[src/rtl/pakage_load_ctrl_pkg.sv]
// Shared widths and FSM encoding for the package staging RAM sequencer.
package pakage_load_ctrl_pkg;

  localparam int unsigned PKG_DATA_W = 512;
  localparam int unsigned BEAT_BYTES = 64;
  localparam int unsigned RAM_IDX_W  = 8;
  localparam int unsigned LEVEL_W    = RAM_IDX_W + 1;
  localparam int unsigned OFF_W      = 12;
  localparam int unsigned SPAN_W     = OFF_W + 1;

  typedef enum logic [1:0] {
    IDLE = 2'd0,
    REQ  = 2'd1,
    DATA = 2'd2
  } ld_state_e;

endpackage

[src/rtl/pakage_ptr_ctrl.sv]
// Write/read indices and fill level of the staging RAM; one slot is kept free.
module pakage_ptr_ctrl
  import pakage_load_ctrl_pkg::*;
#(
  parameter int unsigned DEPTH = 256
) (
  input  logic                 clk,
  input  logic                 rst_n,
  input  logic                 pkg_valid,
  input  logic                 rd_beat,
  output logic [RAM_IDX_W-1:0] wr_ptr,
  output logic [RAM_IDX_W-1:0] rd_ptr,
  output logic [LEVEL_W-1:0]   level,
  output logic                 pkg_ready
);

  logic wr_beat;

  assign pkg_ready = (level < LEVEL_W'(DEPTH - 1));
  assign wr_beat   = pkg_valid & pkg_ready;

  // Pointer advance modulo DEPTH and level bookkeeping.
  always_ff @(posedge clk or negedge rst_n) begin
    if (!rst_n) begin
      wr_ptr <= '0;
      rd_ptr <= '0;
      level  <= '0;
    end else begin
      if (wr_beat) begin
        wr_ptr <= (wr_ptr == RAM_IDX_W'(DEPTH - 1)) ? '0 : wr_ptr + 1'b1;
      end
      if (rd_beat) begin
        rd_ptr <= (rd_ptr == RAM_IDX_W'(DEPTH - 1)) ? '0 : rd_ptr + 1'b1;
      end
      case ({wr_beat, rd_beat})
        2'b10:   level <= level + 1'b1;
        2'b01:   level <= level - 1'b1;
        default: level <= level;
      endcase
    end
  end

endmodule

[src/rtl/pakage_load_ctrl.sv]
// Staging RAM sequencer: back-pressure, DDR burst FSM, wrapping region addresses, flush.
module pakage_load_ctrl
  import pakage_load_ctrl_pkg::*;
#(
  parameter int unsigned DEPTH        = 256,
  parameter int unsigned BURST_LEN    = 16,
  parameter logic [31:0] BASE_ADDR    = 32'h0000_0000,
  parameter int unsigned REGION_BEATS = 4096
) (
  input  logic                 clk,
  input  logic                 rst_n,
  input  logic                 pkg_valid,
  output logic                 pkg_ready,
  input  logic                 flush,
  output logic                 flush_done,
  output logic [RAM_IDX_W-1:0] wr_ram_cnt,
  output logic [RAM_IDX_W-1:0] rd_ram_cnt,
  output logic                 ddr_wr_req,
  input  logic                 ddr_wr_ack,
  output logic [31:0]          ddr_wr_addr,
  output logic [7:0]           ddr_wr_len,
  output logic                 ddr_wr_valid,
  input  logic                 ddr_wr_data_ready,
  output logic                 ddr_wr_last,
  output logic [LEVEL_W-1:0]   level
);

  ld_state_e          state_q, state_d;
  logic [7:0]         len_q;
  logic [7:0]         beat_cnt_q;
  logic [OFF_W-1:0]   beat_off_q;
  logic               flush_pend_q;
  logic               rd_beat;
  logic [SPAN_W-1:0]  room_c;
  logic [SPAN_W-1:0]  burst_n_c;
  logic [SPAN_W-1:0]  off_sum_c;

  assign rd_beat = ddr_wr_valid & ddr_wr_data_ready;

  pakage_ptr_ctrl #(
    .DEPTH (DEPTH)
  ) u_ptr (
    .clk       (clk),
    .rst_n     (rst_n),
    .pkg_valid (pkg_valid),
    .rd_beat   (rd_beat),
    .wr_ptr    (wr_ram_cnt),
    .rd_ptr    (rd_ram_cnt),
    .level     (level),
    .pkg_ready (pkg_ready)
  );

  assign ddr_wr_addr = BASE_ADDR + 32'(beat_off_q) * 32'(BEAT_BYTES);
  assign ddr_wr_len  = len_q;
  assign off_sum_c   = SPAN_W'(beat_off_q) + SPAN_W'(len_q) + SPAN_W'(1);

  // Burst size: buffered beats capped at BURST_LEN and at the room left in the region.
  always_comb begin
    room_c    = SPAN_W'(REGION_BEATS) - SPAN_W'(beat_off_q);
    burst_n_c = SPAN_W'(level);
    if (burst_n_c > SPAN_W'(BURST_LEN)) burst_n_c = SPAN_W'(BURST_LEN);
    if (burst_n_c > room_c)             burst_n_c = room_c;
  end

  // FSM state register.
  always_ff @(posedge clk or negedge rst_n) begin
    if (!rst_n) state_q <= IDLE;
    else        state_q <= state_d;
  end

  // FSM next-state logic.
  always_comb begin
    state_d = state_q;
    case (state_q)
      IDLE: if (level >= LEVEL_W'(BURST_LEN) || (flush_pend_q && level != '0)) state_d = REQ;
      REQ:  if (ddr_wr_ack) state_d = DATA;
      DATA: if (rd_beat && ddr_wr_last) state_d = IDLE;
      default: state_d = IDLE;
    endcase
  end

  // FSM outputs, decoded from registered state only.
  always_comb begin
    ddr_wr_req   = 1'b0;
    ddr_wr_valid = 1'b0;
    ddr_wr_last  = 1'b0;
    flush_done   = 1'b0;
    case (state_q)
      IDLE: flush_done = flush_pend_q && (level == '0);
      REQ:  ddr_wr_req = 1'b1;
      DATA: begin
        ddr_wr_valid = 1'b1;
        ddr_wr_last  = (beat_cnt_q == len_q);
      end
      default: ;
    endcase
  end

  // Burst length latch, beat counter, region offset and flush tracking.
  always_ff @(posedge clk or negedge rst_n) begin
    if (!rst_n) begin
      len_q        <= '0;
      beat_cnt_q   <= '0;
      beat_off_q   <= '0;
      flush_pend_q <= 1'b0;
    end else begin
      if (state_q == IDLE && state_d == REQ) begin
        len_q <= 8'(burst_n_c - SPAN_W'(1));
      end
      if (state_q != DATA)  beat_cnt_q <= '0;
      else if (rd_beat)     beat_cnt_q <= beat_cnt_q + 1'b1;
      if (rd_beat && ddr_wr_last) begin
        beat_off_q <= (off_sum_c == SPAN_W'(REGION_BEATS)) ? '0 : OFF_W'(off_sum_c);
      end
      if (flush_done)  flush_pend_q <= 1'b0;
      else if (flush)  flush_pend_q <= 1'b1;
    end
  end

endmodule

[config.mk]
export PLATFORM = sky130hd
export DESIGN_NAME = pakage_load_ctrl
export DESIGN_NICKNAME = d
export VERILOG_FILES = /design/src/rtl/pakage_load_ctrl_pkg.sv /design/src/rtl/pakage_ptr_ctrl.sv /design/src/rtl/pakage_load_ctrl.sv
export SDC_FILE = /design/constraint.sdc
export NUM_CORES = 1
export LEC_CHECK = 0
export ABC_AREA = 1
export CORE_MARGIN = 2
export CORE_UTILIZATION = 55
export DETAILED_ROUTE_END_ITERATION = 16
export PLACE_DENSITY = 0.83
export SLEW_MARGIN = 15
export SYNTH_ARGS = -nofsm -noshare
export SYNTH_HDL_FRONTEND = slang
export SYNTH_SLANG_ARGS = --single-unit
[constraint.sdc]
create_clock -name clk -period 5.1 [get_ports clk]
set_clock_uncertainty 0.15 [all_clocks]
set_input_delay 1.02 -clock clk [delete_from_list [all_inputs] [get_ports clk]]
set_output_delay 1.02 -clock clk [all_outputs]
set_load 0.02 [all_outputs]
==> results of run 1 <==
==> final timing paths <==
kind | from | endpoint | slack (ps)
min in group asynchronous | rst_n | beat_off_q[11] | 530
max in group asynchronous | rst_n | ddr_wr_len[2] | 3430
setup / recovery | ddr_wr_data_ready | u_ptr.level[7] | 1220
hold / removal | beat_cnt_q[3] | beat_cnt_q[3] | 360
hold reg to reg | beat_cnt_q[3] | beat_cnt_q[3] | 360
setup reg to reg | u_ptr.level[0] | ddr_wr_len[4] | 1350
==> state kept, by name, summed over array words and instances (netlist names) <==
signal        count
u_ptr.level       9
beat_off_q       12
state_q           2
u_ptr.wr_ptr      8
beat_cnt_q        8
flush_pend_q      1
u_ptr.rd_ptr      8
ddr_wr_len        8
==> logic make-up (layout without fill, tap and decap cells) <==
family                     Yosys count  after routing
adders and majority gates           32             32
DFF                                 56             56
other                                1             24
and+or+nand+nor                    268            268
AOI/OAI and AO/OA                   72             72
buffers and inverters              102            143
muxes                                1              1
xor gates and xnor gates            24             24
==> synth_stat cells, drive strengths merged <==
cell type  number  area, µm²
xnor2           9       78.8
a31o            1       8.76
nand3          31        173
or2             2       12.5
conb            1       3.75
fa              2       40.0
o21ai          35        175
nor2           58        280
inv            78        293
mux2            1       11.3
o21bai          1       7.51
o31ai           2       15.0
a211oi          2       15.0
o41ai           1       8.76
buf            21        170
a21oi          24        120
ha             30        375
a31oi           2       12.5
nor3           12       71.3
xor2           15        131
o22ai           2       12.5
clkinv          1       3.75
a21boi          1       7.51
clkbuf          2       7.51
and3            1       6.26
nand4          15       93.8
nor3b           4       30.0
o21a            1       7.51
nand2         141        602
dfrtp          56       1400
nor4            4       25.0
==> layer usage <==
layer,wire [µm],up-vias,GRT usage,share of wire
met2,4560,105,0.393,0.48
met1,4420,1752,0.310,0.47
li1,-,1895,-,-
met4,119,0,0.0543,0.013
met5,0,-,0,0
met3,388,12,0.0415,0.041
==> layout by cell type (no fill, tap or decap), drive strengths merged, types with 2 or more instances in the layout <==
cell / netlist / layout
clkdlybuf4s50: 0 / 54
o21ai: 35 / 35
clkbuf: 2 / 5
fa: 2 / 2
o31ai: 2 / 2
nor2: 58 / 58
nor3: 12 / 12
dfrtp: 56 / 56
nand2: 141 / 141
inv: 78 / 79
a211oi: 2 / 2
clkinv: 1 / 3
buf: 21 / 2
nand3: 31 / 31
xor2: 15 / 15
nor3b: 4 / 4
nand4: 15 / 15
ha: 30 / 30
conb: 1 / 24
a21oi: 24 / 24
nor4: 4 / 4
xnor2: 9 / 9
or2: 2 / 2
a31oi: 2 / 2
o22ai: 2 / 2
==> layout make-up <==
cell class                      count  area share
Multi-Input combinational cell    421       0.494
Tap cell                           99      0.0254
Timing Repair Buffer               56       0.113
Inverter                           79      0.0608
Clock buffer                        5      0.0141
Clock inverter                      3     0.00462
Sequential cell                    56       0.287
==> through the flow <==
step | instances | instance area, µm² | hold WS, ps | utilization | setup slack, ps
detailed placement | 711 | 4790 | 342 | 0.653 | 923
floorplan | 579 | 4290 | 305 | - | 1930
CTS | 719 | 4880 | 357 | 0.665 | 1270
finish | 719 | 4880 | 359 | 0.665 | 1220
global placement | 711 | 4790 | 323 | 0.653 | 1090
global route | 719 | 4880 | 392 | 0.665 | 992
==> power by group <==
group	leakage, nW	internal, mW	total [mW]	switching (mW)
clock network	0.0485	0.0989	0.255	0.156
logic	1.65	0.479	1.19	0.714
registers	0.691	0.556	0.700	0.144
total	2.39	1.13	2.15	1.01
==> impl_metrics.tcl, run 1 <==
set metrics [dict create \
    outcome "finished, final reports clean" \
    syn_area_per_cell_um2 7.55 \
    yosysWarningCount 0 \
    finalNetCount 657 \
    fin_setup_tns_ps 0 \
    ios 76 \
    grt_antenna_before_repair 0 \
    cp_num_buf_inv 2 \
    io_buffers 55 \
    report.final.hold_viol_count 0 \
    clk_pin_slew_worst_paths_ps 100 \
    areaGrowthSynthToFinish_pct 16.1 \
    hold_buffers 0 \
    grt_usage 0.233 \
    drt-total-wl_um 9490 \
    synth_top_family_by_area "simple AND/OR/NAND/NOR gates" \
    ctsHtreeMaxLevel 2 \
    num_vias 3764 \
    cts_buffers 5 \
    grt_setup_unrepaired "no" \
    dieWidth_um 91.4 \
    critPathLaunchType "primary input" \
    cp.required_ps 5150 \
    drtPass1Iterations 5 \
    finalCritPeriodShare 0.762 \
    max_cap_violations 0 \
    synthMuxAreaShare 0.00268 \
    crit_cells 16 \
    rows 31 \
    peakVddDrop_v 0.000371 \
    p_leak_nw 2.39 \
    fillers 635 \
    rr_worst_depth 19 \
    power.density_nw_per_um2 440 \
    slowest_stage "clkdlybuf4s50_1" \
    multi_input_area_um2 2410 \
    synth_seq_area_share 0.334 \
    ys_seq_elements 56 \
    ant_nets 0 \
    end_kind "flip-flop" \
    slowest_delay_ps 550 \
    synth_cells 556 \
    die_area_um2 8350 \
    diodes 0 \
    post_cts_buffers 0 \
    viasPerCell 5.24 \
    hp-class "reg2reg" \
    cp_cell_sequence "clkdlybuf4s50_1 > inv_1 > nor2_4 > ha_1 > ha_1 > a21oi_1 > nand2_1 > nand2_1 > nand2_1 > a21oi_1 > nor2_1 > nor2_1 > nor2_1 > nor2_1 > xor2_1 > o21ai_0" \
    avgRoutedWirePerCell_um 13.2 \
    tritoncts "done" \
    ff_latch_area_um2 1400 \
    cts_sinks 56 \
    crit_fanout 9 \
    grt_overflow_total 0 \
    worst_pin_slew_ps 609 \
    crit_arrival_ps 3930 \
    core_area_um2 7330 \
    first_global_vias 3459 \
    worst_path_dominant_cell_family "simple AND/OR/NAND/NOR gates" \
    grt_max_degree 35 \
    crit_type "in2reg" \
    slew_headroom 0.593 \
    drtIter0Drc 245 \
    cts_root_buf "clkbuf_8" \
    dpl.hpwl_um 7340 \
    crit_path_frequent_cell "nor2_1" \
    start_util 0.573 \
    power_mw 2.15 \
    postCtsResizedCells 0 \
    synth_fa_ha_area_frac 0.0989 \
    gp_congestion 0.934 \
    synth_area_um2 4200 \
    drive_above_1_share 0.0742 \
    synth_compound_area_frac 0.0929 \
    min_period_ps 3880 \
    worst_skew_pair.late_latency_ps 320 \
    fmax_mhz 257 \
    yosys.area_share.xor_xnor 0.0500 \
    finalSetupViolations 0 \
    grt_pass1_wl_um 15900 \
    die_y_um 91.4 \
    yosys.cell_types.count 41 \
    holdPathStages 1 \
    slew_viol_final 0 \
    synth-simple-area-share 0.308 \
    clockBufferDepth 2 \
    drc 0 \
]
Note: power is estimated with default switching activity, not from simulation.
==> run 2, diff against run 1 <==
--- a/config.mk
+++ b/config.mk
@@ -7,9 +7,9 @@
 export LEC_CHECK = 0
 export ABC_AREA = 1
 export CORE_MARGIN = 2
-export CORE_UTILIZATION = 55
+export CORE_UTILIZATION = 48
 export DETAILED_ROUTE_END_ITERATION = 16
-export PLACE_DENSITY = 0.83
+export PLACE_DENSITY = 0.77
 export SLEW_MARGIN = 15
 export SYNTH_ARGS = -nofsm -noshare
 export SYNTH_HDL_FRONTEND = slang
==> constraint.sdc (replaced) <==
create_clock -name clk -period 3.1 [get_ports clk]
set_clock_uncertainty 0.15 [all_clocks]
set_input_delay 0.62 -clock clk [delete_from_list [all_inputs] [get_ports clk]]
set_output_delay 0.62 -clock clk [all_outputs]
set_load 0.02 [all_outputs]
==> run 2 against run 1 <==
Net effect: clock power up 63%; cell count up 8.6%; via count up 5.8%; sequential share of layout area down 3.1 points; global-route usage down 1.8 points.
==> impl_metrics.tcl, run 2 (synthesized netlist as in run 1, its figures left out) <==
set metrics [dict create \
    power.density_nw_per_um2 700 \
    finalNetCount 710 \
    slowest_delay_ps 430 \
    end_kind "flip-flop" \
    fmax_mhz 336 \
    core_area_um2 8590 \
    drive_above_1_share 0.199 \
    crit_path_frequent_cell "nand2_1" \
    worst_pin_slew_ps 723 \
    crit_fanout 6 \
    die_area_um2 9520 \
    cts_root_buf "clkbuf_8" \
    peakVddDrop_v 0.000508 \
    crit_arrival_ps 3040 \
    cts_buffers 5 \
    grt_pass1_wl_um 17300 \
    tritoncts "done" \
    grt_max_degree 57 \
    top_register "beat_off_q" \
    worst_skew_pair.late_latency_ps 310 \
    grt_overflow_total 0 \
    cp_cell_sequence "buf_4 > nor2_4 > nand2_4 > xor2_2 > inv_1 > ha_1 > nand2_1 > nor2_2 > nand2_1 > nand3_1 > nand2_1 > nand2_4 > nand3_4 > buf_6 > nand2_2 > nand2_4 > nor2_4 > nand3_2 > nand2_1 > nand2_1 > nand2_1 > nand2_1" \
    first_global_vias 3842 \
    ctsHtreeMaxLevel 2 \
    utilization 0.638 \
    start_util 0.489 \
    dpl.hpwl_um 7710 \
    drt-total-wl_um 10300 \
    diodes 0 \
    clk_pin_slew_worst_paths_ps 100 \
    cts_sinks 56 \
    largest_register_ffs 12 \
    hp-class "in2async" \
    report.final.hold_viol_count 0 \
    drc 0 \
    ios 76 \
    outcome "finished, final reports clean" \
    slowest_stage "dfrtp_1" \
    gp_congestion 0.922 \
    avgRoutedWirePerCell_um 13.2 \
    cp.required_ps 3160 \
    die_y_um 97.5 \
    critPathLaunchType "flip-flop" \
    p_leak_nw 2.69 \
    viasPerCell 5.10 \
    slew_headroom 0.518 \
    rows 34 \
    slew_viol_final 0 \
    cp_num_buf_inv 3 \
    clockBufferDepth 2 \
    ant_nets 0 \
    num_vias 3981 \
    final_common_cell "nand2_1" \
    drtIter0Drc 218 \
    grt_setup_unrepaired "yes" \
    max_cap_violations 0 \
    min_period_ps 2970 \
    reg_top3 "beat_off_q (12), u_ptr.level (9)" \
    layout_common_cells "119 x nand2_1, 72 x inv_1, 54 x dfrtp_1, 52 x clkdlybuf4s50_1, 51 x buf_4" \
    grt_usage 0.215 \
    drtPass1Iterations 5 \
    finalSetupViolations 0 \
    crit_type "reg2reg" \
    areaGrowthSynthToFinish_pct 30.6 \
    io_buffers 55 \
    final_cells 781 \
    grt_antenna_before_repair 0 \
    placed_cells 763 \
    dieWidth_um 97.5 \
    worst_path_dominant_cell_family "simple AND/OR/NAND/NOR gates" \
    finalCritPeriodShare 0.959 \
]
[run 2: changes by cell type in the layout (fill, tap and decap cells not counted), moves of 5 or more]
cell | previous run | this run
inv_1 | 77 | 72
nand3_1 | 29 | 24
nand2_1 | 124 | 119
inv_2 | 1 | 6
buf_4 | 1 | 51
[run 2: report_power, final]
| group | internal (mW) | switching, mW |
|---|---|---|
| registers | 0.915 | 0.211 |
| clock network | 0.161 | 0.255 |
| logic | 1.01 | 1.29 |
| total | 2.08 | 1.75 |
[run 2: routing by layer]
| layer | vias to the layer above | track usage | routed length (µm) |
|---|---|---|---|
| met5 | - | 0 | 0 |
| met2 | 112 | 0.371 | 5080 |
| met1 | 1858 | 0.276 | 4550 |
| met3 | 17 | 0.0374 | 541 |
| met4 | 0 | 0.0620 | 158 |
| li1 | 1994 | - | - |
[run 2: repair_timing]
| action | in CTS | in global routing |
|---|---|---|
| endpoints found under the setup margin | 3 | 10 |
| cloned | 0 | 0 |
| pin swaps | 2 | 23 |
| hold buffers | 0 | 0 |
| hold endpoints to repair | 0 | 0 |
| resized for setup | 6 | 43 |
| buffers inserted | 1 | 9 |
[run 2: path summary, 6_finish.rpt]
check / cells past startpoint / end / startpoint / slack (ps)
setup / recovery: 22 / ddr_wr_len[6] / beat_off_q[1] / 130
hold / removal: 2 / beat_off_q[10] / rst_n / 280
setup reg to reg: 22 / ddr_wr_len[6] / beat_off_q[1] / 130
hold reg to reg: 1 / beat_cnt_q[3] / beat_cnt_q[3] / 360
max in group asynchronous: 2 / beat_off_q[2] / rst_n / 2010
min in group clk: 1 / beat_cnt_q[3] / beat_cnt_q[3] / 360
[run 2: stage by stage]
step	setup TNS [ps]	cell area (µm²)	hold slack [ps]	setup slack (ps)	power [mW]
after global placement	-299	5120	328	-152	3.23
after CTS	0	5250	320	11.4	3.73
final	0	5490	283	126	3.84
after detailed placement	-428	5120	349	-192	3.29
after global routing	-129	5490	363	-63.1	4.16
after floorplan	0	4290	174	1.63	2.44
[run 2: area by class of cell]
type | count | area [µm²]
Clock buffer | 5 | 68.8
Clock inverter | 3 | 21.3
Fill cell | 743 | 3110
Inverter | 79 | 297
Multi-Input combinational cell | 421 | 2590
Sequential cell | 56 | 1400
Tap cell | 108 | 135
Timing Repair Buffer | 109 | 967
